`config.mk`:
```
export PLATFORM = sky130hd
export DESIGN_NAME = vga_frame_writer
export DESIGN_NICKNAME = d
export VERILOG_FILES = /design/src/rtl/vga_frame_writer.sv
export SDC_FILE = /design/constraint.sdc
export NUM_CORES = 1
export LEC_CHECK = 0
export CORE_UTILIZATION = 49
export CTS_CLUSTER_SIZE = 20
export DETAILED_ROUTE_END_ITERATION = 8
export GPL_TIMING_DRIVEN = 0
export PLACE_DENSITY = 0.75
export SLEW_MARGIN = 20
export SYNTH_ARGS = -nofsm -noshare
export SYNTH_HDL_FRONTEND = slang
export SYNTH_SLANG_ARGS = --single-unit
export TNS_END_PERCENT = 50
```
`constraint.sdc`:
```
create_clock -name clk -period 1.8 [get_ports clk]
set_input_delay 0.36 -clock clk [delete_from_list [all_inputs] [get_ports clk]]
set_output_delay 0.36 -clock clk [all_outputs]
set_load 0.05 [all_outputs]
```
`src/rtl/vga_frame_writer.sv`:
```
// rtl/vga_frame_writer.sv - serial pixel deserialiser writing tile pixels to video RAM in raster order
module vga_frame_writer #(
   parameter int H_CELLS    = 20,
   parameter int V_CELLS    = 15,
   parameter int PIXEL_BITS = 6,
   parameter int ADDR_W     = 9
) (
   input  logic                  clk,
   input  logic                  rst_n,
   input  logic                  en,
   input  logic                  frame_start,
   input  logic                  serial_in,
   input  logic                  serial_valid,
   input  logic                  wr_ready,
   output logic                  wr_en,
   output logic [ADDR_W-1:0]     wr_addr,
   output logic [PIXEL_BITS-1:0] wr_data,
   output logic                  busy,
   output logic                  frame_done,
   output logic                  overflow
);
   localparam int XW = (H_CELLS > 1) ? $clog2(H_CELLS) : 1;
   localparam int YW = (V_CELLS > 1) ? $clog2(V_CELLS) : 1;
   localparam int BW = (PIXEL_BITS > 1) ? $clog2(PIXEL_BITS) : 1;
   localparam logic [XW-1:0] X_LAST = XW'(H_CELLS - 1);
   localparam logic [YW-1:0] Y_LAST = YW'(V_CELLS - 1);
   localparam logic [BW-1:0] B_LAST = BW'(PIXEL_BITS - 1);

   typedef enum logic {ST_IDLE, ST_LOAD} state_t;

   state_t                state_q;
   logic [XW-1:0]         x_q;
   logic [YW-1:0]         y_q;
   logic [ADDR_W-1:0]     addr_q;
   logic [BW-1:0]         bit_cnt_q;
   logic [PIXEL_BITS-2:0] shreg_q;
   logic [PIXEL_BITS-1:0] shreg_d;
   logic [PIXEL_BITS-1:0] hold_q;
   logic                  pending_q;
   logic                  busy_q;
   logic                  frame_done_q;
   logic                  overflow_q;

   logic last_tile;
   logic commit;
   logic shift;
   logic word_done;

   // Once the final tile's word is held, further serial bits are ignored.
   always_comb begin
      last_tile = (x_q == X_LAST) && (y_q == Y_LAST);
      commit    = pending_q && wr_ready;
      shift     = serial_valid && !(pending_q && last_tile);
      word_done = shift && (bit_cnt_q == B_LAST);
      shreg_d   = {shreg_q, serial_in};
   end

   always_ff @(posedge clk or negedge rst_n) begin
      if (!rst_n) begin
         state_q      <= ST_IDLE;
         x_q          <= '0;
         y_q          <= '0;
         addr_q       <= '0;
         bit_cnt_q    <= '0;
         shreg_q      <= '0;
         hold_q       <= '0;
         pending_q    <= 1'b0;
         busy_q       <= 1'b0;
         frame_done_q <= 1'b0;
         overflow_q   <= 1'b0;
      end else if (en) begin
         frame_done_q <= 1'b0;
         if (frame_start) begin
            state_q    <= ST_LOAD;
            busy_q     <= 1'b1;
            x_q        <= '0;
            y_q        <= '0;
            addr_q     <= '0;
            bit_cnt_q  <= '0;
            shreg_q    <= '0;
            pending_q  <= 1'b0;
            overflow_q <= 1'b0;
         end else if (state_q == ST_LOAD) begin
            if (commit) begin
               pending_q <= 1'b0;
               if (last_tile) begin
                  state_q      <= ST_IDLE;
                  busy_q       <= 1'b0;
                  frame_done_q <= 1'b1;
                  addr_q       <= '0;
                  x_q          <= '0;
                  y_q          <= '0;
               end else begin
                  addr_q <= addr_q + 1'b1;
                  if (x_q == X_LAST) begin
                     x_q <= '0;
                     y_q <= y_q + 1'b1;
                  end else begin
                     x_q <= x_q + 1'b1;
                  end
               end
            end
            // A word completing on the write edge refills the holding reg.
            if (shift) begin
               shreg_q <= shreg_d[PIXEL_BITS-2:0];
               if (word_done) begin
                  bit_cnt_q <= '0;
                  if (!pending_q || commit) begin
                     hold_q    <= shreg_d;
                     pending_q <= 1'b1;
                  end else begin
                     overflow_q <= 1'b1;
                  end
               end else begin
                  bit_cnt_q <= bit_cnt_q + 1'b1;
               end
            end
         end
      end
   end

   assign wr_en      = commit && en;
   assign wr_addr    = addr_q;
   assign wr_data    = hold_q;
   assign busy       = busy_q;
   assign frame_done = frame_done_q;
   assign overflow   = overflow_q;

endmodule

```
=== After elaboration in Yosys (flattened, before gate mapping) ===
Cells that the tools add are included.

* $add $sub $neg: 4
* Eq/ne operators: 4
* Bitwise operators: 1
* Multiplexer cells: 44
* Reduce and logical (&&, ||, !) cells: 22

{| class="wikitable"
|+ Operator list
! cell !! number
|-
| 2-to-1 mux 5 bit || 8
|-
| 2-to-1 mux 9 bit || 4
|-
| 2-to-1 mux 1 bit || 23
|-
| 2-to-1 mux 4 bit || 5
|-
| 2-to-1 mux 3 bit || 4
|-
| nonzero test 2 bit || 5
|-
| adder 9 x 1 -> 9 bit, second input constant || 1
|-
| AND reduction 4 bit || 2
|-
| logical AND 1 bit || 6
|-
| AND reduction 3 bit || 2
|-
| AND reduction 6 bit || 1
|-
| adder 5 x 1 -> 5 bit, second input constant || 1
|-
| equality test 5 bit, second input constant || 1
|-
| AND reduction 5 bit || 1
|-
| adder 4 x 1 -> 4 bit, second input constant || 1
|-
| equality test 4 bit, second input constant || 1
|-
| adder 3 x 1 -> 3 bit, second input constant || 1
|-
| equality test 3 bit, second input constant || 1
|-
| nonzero test 3 bit || 1
|-
| logical NOT 1 bit || 2
|-
| != test 2 bit, second input constant || 1
|-
| AND reduction 2 bit || 1
|-
| logical OR 1 bit || 1
|-
| NOT 1 bit || 1
|}

* Output and inout port bits: 19
* Bits of input ports: 7
* Word-level logic and storage cells: 86
* Flip-flop bits (word level): 37

=== Longest topological paths before layout ===
Gate-level depths: netlist of the first run.

* Depth in word-level cells: 10
* Mapped depth: 6
* Gate-level depth less buffers: 6

=== Worst setup path before layout of the first run ===
OpenSTA, ideal clock, no wires.

* Kind: reg-to-reg
* From: register x_q[0]
* To: register bit_cnt_q[1]
* Arrival time: 1.558 ns
* Cell stages (with the launch flop): 7
* Setup slack: 0.163 ns
* Setup time: 0.080 ns
* Required time: 1.720 ns
* Clock period less this slack: 1.637 ns
* Path buffers: 1
* Path through: dfrtp_1 ha_1 and4bb_1 buf_6 a311oi_4 nand2_2 o22ai_2

* Word-level cells in the longest chain between the ends: 10
* Elaborated cells between the ends (all ways): 12
* Those cells by class: eq/ne (1); mux (4); reduce/logical (7)

{| class="wikitable"
|+ Ends and longest elaborated chain
! element !! line !! text
|-
| start: declaration || 32 || <nowiki>logic [XW-1:0] x_q;</nowiki>
|-
| start signal: assignment || 99 || <nowiki>x_q <= x_q + 1'b1;</nowiki>
|-
| equality test 5 bit * || 51 || <nowiki>last_tile = (x_q == X_LAST) && (y_q == Y_LAST);</nowiki>
|-
| logical AND 1 bit * || 51 ||
|-
| logical AND 1 bit * || 53 || <nowiki>shift = serial_valid && !(pending_q && last_tile);</nowiki>
|-
| logical NOT 1 bit * || 53 ||
|-
| logical AND 1 bit * || 53 ||
|-
| logical AND 1 bit || 54 || <nowiki>word_done = shift && (bit_cnt_q == B_LAST);</nowiki>
|-
| 2-to-1 mux 3 bit || 106 || <nowiki>if (word_done) begin</nowiki>
|-
| 2-to-1 mux 3 bit || 104 || <nowiki>if (shift) begin</nowiki>
|-
| 2-to-1 mux 3 bit || 83 || <nowiki>end else if (state_q == ST_LOAD) begin</nowiki>
|-
| 2-to-1 mux 3 bit || 73 || <nowiki>if (frame_start) begin</nowiki>
|-
| end signal: assignment || 115 || <nowiki>bit_cnt_q <= bit_cnt_q + 1'b1;</nowiki>
|-
| end: declaration || 35 || <nowiki>logic [BW-1:0] bit_cnt_q;</nowiki>
|}

Every way passes the cells marked *; elsewhere a longest branch is shown, timed or not. The select of a mux whose other input is x is not followed.
A chain may end at the register's enable or synchronous reset.

=== Worst setup path after layout of the first run ===
* From: input en
* To: output wr_en

* Word-level cells in the longest chain between the ends: 1

{| class="wikitable"
|+ Ends and longest elaborated chain
! element !! line !! text
|-
| start: declaration || 10 || <nowiki>input logic en,</nowiki>
|-
| logical AND 1 bit || 122 || <nowiki>assign wr_en = commit && en;</nowiki>
|-
| end: declaration || 15 || <nowiki>output logic wr_en,</nowiki>
|}

No other way between the ends.

==> impl_metrics.json, run 1 <==
{
  "ios": 26,
  "whs_ps": 442.5,
  "port_buffers": 25,
  "rsz0062_at_grt": "false",
  "cts_buffers": 5,
  "crit_top_cell": "buf_6",
  "rows": 22,
  "run_status": "completed",
  "fmax_mhz": 570.0,
  "nets": 227,
  "setup_viol": 0,
  "hold_viol_final": 0,
  "path_cells": "clkdlybuf4s50_1 > buf_6 > and3_4 > buf_6",
  "synth_fp_nets": 187,
  "dr.pass1.iters": 4,
  "worst_pin_slew_ps": 510.5,
  "synth.distinct_cells": 48,
  "syn_area_per_cell_um2": 10.87,
  "stdcell_count": 263,
  "gr-total-overflow": 0,
  "p_per_area_nw_per_um2": 721.5,
  "p_total_mw": 1.747,
  "dieArea_um2": 4113,
  "grt_pass1_vias": 1490,
  "start_util_pct": 51.29,
  "routedWlPerCell_um": 15.81,
  "grt_pass1_wl_um": 7079,
  "cts_tree": "done",
  "yosysSeqAreaShare_pct": 48.94,
  "htreeDepth": 2,
  "syn_inst": 174,
  "drt-initial-drc-count": 47,
  "ant_nets": 0,
  "netlist.area_leader.share_pct": 48.94,
  "clkLatencyLatePin_ps": 280,
  "fp.dieH_um": 64.14,
  "async_reset_ff_share_pct": 100.0,
  "critPathLaunchType": "primary input",
  "area_growth_pct": 27.98,
  "wl_um": 4157,
  "antenna_found_initial": 0,
  "leakagePower_nw": 1.160,
  "max_stage_delay_ps": 490,
  "n_antenna_cell": 0,
  "clock_path_buffers": 2,
  "die_w_um": 64.14,
  "drc": 0,
  "dp_cells": 248,
  "ys_ff_latch": 37,
  "worst-setup-path-type": "primary input to output port",
  "synth_edf_count": 0,
  "drv_slew": 0,
  "synthesis.area_um2": 1892,
  "clockRootBuffer": "clkbuf_8",
  "cts.sinks": 37,
  "drive_gt1_share_pct": 17.67,
  "hp-class": "primary input to async pin",
  "critPathSlowestCell": "clkdlybuf4s50_1",
  "place_congestion": 0.8009,
  "yosysWarnings": 0,
  "skew_ps": 7.668,
  "end_kind": "output port",
  "peakVddDrop_uv": 710.8,
  "postLayoutCoreUtil_pct": 65.64,
  "worstPathArrival_ps": 1390,
  "period_share_pct": 97.46,
  "grt_max_degree": 32,
  "coreArea_um2": 3689,
  "yosys.area.top_type": "dfrtp_1",
  "grt_usage_pct": 23.29,
  "max_slew_margin_pct": 65.91,
  "vias_per_cell": 5.627,
  "clk_pin_slew_ps": 70,
  "cp_max_fo": 10,
  "place_hpwl_um": 2964,
  "drv_cap": 0,
  "num_vias": 1480,
  "synth_top_cells_by_area": "dfrtp_1, ha_1, xnor2_1",
  "cp.required_ps": 1440,
  "period_minus_slack_ps": 1754,
  "synthFlopType": "dfrtp_1"
}
[report_power, final]
group	switching (mW)	total, mW	internal (mW)
registers	0.0134	0.860	0.847
clock network	0.281	0.732	0.452
logic	0.0960	0.155	0.0585
total	0.390	1.75	1.36
[registers in the layout, indices dropped and copies added (netlist names), 3 cells and up]
signal,cells
bit_cnt_q,3
x_q,5
shreg_q,5
y_q,4
wr_data,6
wr_addr,9
[per-stage QoR]
step / setup slack [ps] / instance area (um^2) / TNS, ps
2_1_floorplan: 162.5 / 1892 / 0
3_3_place_gp: -679.6 / 2202 / -21500
3_5_place_dp: -697.3 / 2217 / -7210
4_1_cts: -51.76 / 2354 / -51.76
5_1_grt: 5.245 / 2421 / 0
6_report: 45.69 / 2421 / 0
[kinds of logic after synthesis]
kind of cell    count (synthesis)  synth area share, %
simple gates                   62                17.73
buf+inv                        12                3.174
compound gates                 40                17.46
mux                             7                4.100
fa+ha+maj                       6                3.968
flops                          37                48.94
xor+xnor                       10                4.630
[Yosys cell counts, drive strengths merged, types with 2 or more instances]
master / number
a21oi: 9
a22o: 7
and3: 2
buf: 5
dfrtp: 37
ha: 6
inv: 6
mux2: 6
nand2: 17
nand3: 12
nand4: 3
nor2: 11
nor3: 4
nor4: 5
o21ai: 11
o22ai: 2
o2bb2ai: 2
xnor2: 8
xor2: 2
[worst max-delay path, delay by kind of cell]
kind / cells / cell delay, ps
buffers and inverters: 3 / 810
and+or+nand+nor: 1 / 220
[cell usage in the layout, fill, tap and decap left out, types with 4 or more instances in the layout]
cell type and count:
dfrtp_1 36, dlygate4sd2_1 16, nand2_1 15, nand3_1 11, nor2_1 11, xnor2_1 8, a21oi_1 7, a22o_1 7
o21ai_1 6, mux2_1 6, clkbuf_8 6, inv_1 5, o21ai_0 5, ha_1 5, buf_4 5, buf_6 4
nor3_1 4, clkdlybuf4s50_1 4
[path summary, 6_finish.rpt]
kind                                  from         end  slack [ps]  cells after the start
worst max-delay path                    en       wr_en          50                      4
worst min-delay path                 rst_n  wr_addr[4]         440                      2
worst max register to register      x_q[0]  shreg_q[0]          80                      6
worst min register to register  wr_data[3]  wr_data[3]         490                      1
max in group asynchronous            rst_n      x_q[0]         940                      3
min in group clk                wr_data[3]  wr_data[3]         490                      1
[routing by layer]
| metal | wire (um) | GRT usage [%] | part of all wire, % | vias up |
|---|---|---|---|---|
| met3 | 135 | 4.821 | 3.2 | 5 |
| met2 | 2094 | 38.03 | 50 | 35 |
| li1 | - | - | - | 712 |
| met4 | 53 | 9.722 | 1.3 | 0 |
| met5 | 0 | 0 | 0 | - |
| met1 | 1875 | 30.05 | 45 | 728 |
[repair_timing]
action	in CTS	in global routing
endpoints found under the hold margin	6	0
pin swaps	2	1
hold buffers	1	0
endpoints found under the setup margin	36	29
gates resized for setup	24	13
setup buffers	3	3
[final cells by class]
cell class              instances  area (um^2)
fillers                       319         1267
well taps                      48        60.06
inverters                       7        26.28
multi-input cells             125        938.4
flip-flops and latches         37        927.1
clock inverters                 1        30.03
repair buffers                 33        312.8
plain buffers                   5        40.04
clock buffers                   7        86.33
(Power assumes the default switching activity.)
==> inputs of run 2 (changes only) <==
--- a/config.mk
+++ b/config.mk
@@ -5,11 +5,12 @@
 export SDC_FILE = /design/constraint.sdc
 export NUM_CORES = 1
 export LEC_CHECK = 0
-export CORE_UTILIZATION = 49
+export CORE_UTILIZATION = 50
 export CTS_CLUSTER_SIZE = 20
 export DETAILED_ROUTE_END_ITERATION = 8
+export DONT_BUFFER_PORTS = 1
 export GPL_TIMING_DRIVEN = 0
-export PLACE_DENSITY = 0.75
+export PLACE_DENSITY = 0.68
 export SLEW_MARGIN = 20
 export SYNTH_ARGS = -nofsm -noshare
 export SYNTH_HDL_FRONTEND = slang
==> impl_metrics.json, run 2 (synthesis gave the netlist of run 1 again) <==
{
  "run_status": "completed",
  "drv_cap": 0,
  "antenna_found_initial": 0,
  "critPathSlowestCell": "dfrtp_2",
  "drv_slew": 0,
  "leakagePower_nw": 0.9410,
  "dp_worst_setup_slack_ps": -148.6,
  "grt_max_degree": 38,
  "period_minus_slack_ps": 1705,
  "rows": 21,
  "skew_ps": 4.555,
  "port_buffers": 0,
  "dpl_cell_area_um2": 1949,
  "largest_reg_flops": 9,
  "n_antenna_cell": 0,
  "routedWlPerCell_um": 16.84,
  "r2r_cells": 7,
  "grt_usage_pct": 22.87,
  "worst-path-stages": 7,
  "drive_gt1_share_pct": 20.53,
  "die_w_um": 63.51,
  "dieArea_um2": 4034,
  "nets": 202,
  "hp-class": "primary input to register",
  "area_growth_pct": 15.21,
  "min_path_cells": 1,
  "cts_tree": "done",
  "fp.dieH_um": 63.51,
  "vias_per_cell": 6.013,
  "hold_viol_final": 0,
  "grt_pass1_wl_um": 6962,
  "clkLatencyLatePin_ps": 290,
  "use_met3_pct": 7.246,
  "htreeDepth": 2,
  "crit_buf_inv": 2,
  "worst-setup-path-type": "register to register",
  "peakVddDrop_uv": 414.8,
  "final_common_cell": "dfrtp_1",
  "start_util_pct": 54.55,
  "path_cells": "ha_2 > and4bb_1 > buf_6 > a311oi_4 > buf_4 > nand2_2 > o22ai_2",
  "rsz0062_at_grt": "false",
  "ant_nets": 0,
  "drc": 0,
  "critPathLaunchType": "register",
  "cp_top_family": "flip-flops",
  "coreArea_um2": 3468,
  "cts.sinks": 37,
  "clockRootBuffer": "clkbuf_8",
  "worst_pin_slew_ps": 640.2,
  "cp_max_fo": 8,
  "dr.pass1.iters": 4,
  "place_hpwl_um": 2801,
  "max_slew_margin_pct": 57.32,
  "place_congestion": 0.8065,
  "fmax_mhz": 586.6,
  "grtUsageMet2_pct": 35.24,
  "drt-initial-drc-count": 55,
  "worstPathArrival_ps": 1930,
  "grt_pass1_vias": 1473,
  "cts_buffers": 5,
  "end_kind": "register",
  "fillers": 289,
  "clock_path_buffers": 2,
  "wl_um": 3974,
  "num_vias": 1419,
  "ios": 26,
  "gr-total-overflow": 0,
  "max_stage_delay_ps": 430,
  "setup_slack_ps": 95.19,
  "final_area_um2": 2180,
  "period_share_pct": 94.71,
  "p_per_area_nw_per_um2": 800.8,
  "met1_usage_pct": 28.86,
  "busiest_layer": "met2",
  "clk_pin_slew_ps": 80,
  "cp.required_ps": 2020,
  "layout_common_cells": "dfrtp_1, nand2_1, nand3_1, nor2_1, xnor2_1",
  "setup_viol": 0
}
-- run 2: changes by cell type in the layout (fill, tap and decap cells not counted), moves of 2 or more --
cell	change
dlygate4sd2_1	-16
clkdlybuf4s50_1	-4
buf_6	-3
dlymetal6s2s_1	-3
dfrtp_1	-2
dfrtp_2	+2
-- run 2: stage by stage --
| step | utilization (%) | setup TNS, ps | hold WS, ps | total power [mW] | std cells |
|---|---|---|---|---|---|
| finish | 62.84 | 0 | 202.2 | 1.745 | 236 |
| global route | 62.84 | 0 | 190.5 | 1.811 | 236 |
| CTS | 62.09 | 0 | 192.2 | 1.765 | 234 |
| detailed placement | 56.20 | -1455 | 65.16 | 0.9759 | 220 |
| global placement | 56.20 | -942.5 | 65.23 | 0.9720 | 220 |
| floorplan | - | 0 | 64.41 | 0.9546 | 174 |
-- run 2: what timing repair did --
| action | 4_1_cts | 5_1_grt |
|---|---|---|
| gates resized for setup | 3 | 6 |
| hold buffers | 2 | 0 |
| endpoints found under the hold margin | 37 | 0 |
| pin swaps | 2 | 2 |
| buffers inserted | 4 | 2 |
| endpoints found under the setup margin | 15 | 23 |
-- run 2: worst paths after layout --
kind / from / to / slack, ps
setup / recovery: x_q[0] / bit_cnt_q[1] / 100
hold / removal: serial_in / wr_data[0] / 200
setup reg to reg: x_q[0] / bit_cnt_q[1] / 100
hold reg to reg: shreg_q[4] / shreg_q[4] / 510
max in group asynchronous: rst_n / wr_addr[0] / 1070
min in group asynchronous: rst_n / shreg_q[2] / 520
-- run 2: layout make-up --
cell class	count	area, um^2	share of cell area (%)
Buffer	5	33.78	1.550
Tap cell	46	57.56	2.641
Multi-Input combinational cell	125	924.6	42.42
Clock buffer	6	82.58	3.789
Clock inverter	2	37.54	1.722
Timing Repair Buffer	8	87.58	4.018
Sequential cell	37	929.6	42.65
Inverter	7	26.28	1.206
-- run 2: metal layers --
layer	vias to the layer above	share of wire (%)	routed length (um)
met1	696	43	1715
met2	47	48	1904
met4	0	2.0	80
met5	-	0	0
li1	668	-	-
met3	8	6.9	274
-- run 2: report_power, final --
part           total (mW)  internal (mW)  switching, mW
registers           0.872          0.846         0.0256
logic               0.123         0.0472         0.0756
clock network       0.751          0.450          0.300
total                1.75           1.34          0.402
==> inputs of run 3 (changes only) <==
--- a/config.mk
+++ b/config.mk
@@ -5,12 +5,12 @@
 export SDC_FILE = /design/constraint.sdc
 export NUM_CORES = 1
 export LEC_CHECK = 0
-export CORE_UTILIZATION = 50
+export CORE_UTILIZATION = 56
 export CTS_CLUSTER_SIZE = 20
 export DETAILED_ROUTE_END_ITERATION = 8
 export DONT_BUFFER_PORTS = 1
 export GPL_TIMING_DRIVEN = 0
-export PLACE_DENSITY = 0.68
+export PLACE_DENSITY = 0.74
 export SLEW_MARGIN = 20
 export SYNTH_ARGS = -nofsm -noshare
 export SYNTH_HDL_FRONTEND = slang
==> impl_metrics.json, run 3 (synthesis gave the netlist of run 1 again) <==
{
  "p_total_mw": 1.450,
  "critPathSlowestCell": "dfrtp_1",
  "dr.pass1.iters": 4,
  "routedWlPerCell_um": 17.06,
  "ios": 26,
  "peakVddDrop_uv": 445.8,
  "place_congestion": 0.8291,
  "cts.sinks": 37,
  "dpl_cell_area_um2": 1947,
  "cp_max_fo": 8,
  "run_status": "completed",
  "clkLatencyLatePin_ps": 350,
  "wl_um": 4008,
  "hold_viol_final": 0,
  "worstPathArrival_ps": 2040,
  "skew_ps": 11.97,
  "clock_path_buffers": 2,
  "vias_per_cell": 6.085,
  "hp-class": "primary input to register",
  "drc": 0,
  "place_hpwl_um": 2691,
  "period_share_pct": 98.02,
  "r2r_cells": 7,
  "path_cells": "ha_4 > and4bb_1 > buf_6 > a311oi_4 > buf_4 > nand2_2 > o22ai_2",
  "postLayoutCoreUtil_pct": 68.08,
  "drt-initial-drc-count": 163,
  "grt_usage_pct": 25.37,
  "clockRootBuffer": "clkbuf_4",
  "setup_slack_ps": 35.59,
  "num_vias": 1430,
  "grt_max_degree": 38,
  "grt_pass1_wl_um": 6610,
  "largest_reg_flops": 9,
  "setup_viol": 0,
  "leakagePower_nw": 0.9168,
  "max_slew_margin_pct": 56.99,
  "start_util_pct": 60.48,
  "cts_buffers": 5,
  "coreArea_um2": 3128,
  "gr-total-overflow": 0,
  "final_area_um2": 2130,
  "n_antenna_cell": 0,
  "cp.required_ps": 2080,
  "worst-path-stages": 7,
  "fmax_mhz": 566.8,
  "nets": 203,
  "die_w_um": 60.12,
  "cp_top_family": "flip-flops",
  "dieArea_um2": 3614,
  "antenna_found_initial": 0,
  "htreeDepth": 2,
  "final_common_cell": "dfrtp_1",
  "critPathLaunchType": "register",
  "end_kind": "register",
  "whs_ps": 139.3,
  "min_path_cells": 1,
  "area_growth_pct": 12.57,
  "worst-setup-path-type": "register to register",
  "fp.dieH_um": 60.12,
  "ant_nets": 0,
  "cts_tree": "done",
  "worst_pin_slew_ps": 645.1,
  "drv_slew": 0,
  "period_minus_slack_ps": 1764,
  "port_buffers": 0,
  "rows": 20,
  "crit_buf_inv": 2,
  "p_per_area_nw_per_um2": 680.7,
  "drv_cap": 0,
  "layout_common_cells": "dfrtp_1, nand2_1, nand3_1, nor2_1, xnor2_1",
  "max_stage_delay_ps": 450,
  "grt_pass1_vias": 1400,
  "fillers": 255,
  "dp_worst_setup_slack_ps": -76.51,
  "clk_pin_slew_ps": 120,
  "drive_gt1_share_pct": 21.99
}
==> run 3: cell types whose count changed in the layout (fill, tap and decap cells not counted), moves of 2 or more <==
cell      delta
clkinv_4     +2
dfrtp_1      -2
clkbuf_4     +5
clkbuf_8     -6
dfrtp_2      +2
==> run 3: final cells by class <==
class	instances	area (um^2)	area share, %
clock buffers	5	37.54	1.763
clock inverters	3	22.52	1.058
plain buffers	5	33.78	1.586
inverters	7	26.28	1.234
repair buffers	8	75.07	3.525
multi-input cells	126	947.2	44.48
flip-flops and latches	37	932.1	43.77
well taps	44	55.05	2.585
==> run 3: timing repair <==
action	CTS	global route
hold endpoints to repair	37	0
pin swaps	2	2
resized for setup	3	9
endpoints found under the setup margin	18	24
hold buffers	2	0
cloned	0	1
buffers inserted	0	6
==> run 3: final timing paths <==
kind                             from            to  slack, ps
max                            x_q[0]  bit_cnt_q[1]         40
min                         serial_in    wr_data[0]        140
max reg2reg                    x_q[0]  bit_cnt_q[1]         40
min reg2reg                shreg_q[4]    shreg_q[4]        510
max in group asynchronous       rst_n  bit_cnt_q[1]       1160
min in group asynchronous       rst_n    wr_addr[7]        440
==> run 3: per-stage QoR <==
step	TNS [ps]	instances
after floorplan	0	174
after global placement	-583.4	218
after detailed placement	-570.4	218
after CTS	0	228
after global routing	-48.08	235
final	0	235
==> run 3: power by group <==
group,switching [mW],internal [mW],leakage (nW)
clock,0.302,0.155,0.0352
combinational,0.0768,0.0433,0.384
sequential,0.0266,0.846,0.497
==> run 3: metal layers <==
metal,wire (um),track usage [%]
met5,0,0
met4,59,5.980
met3,202,8.225
met2,2009,43.01
met1,1737,31.10
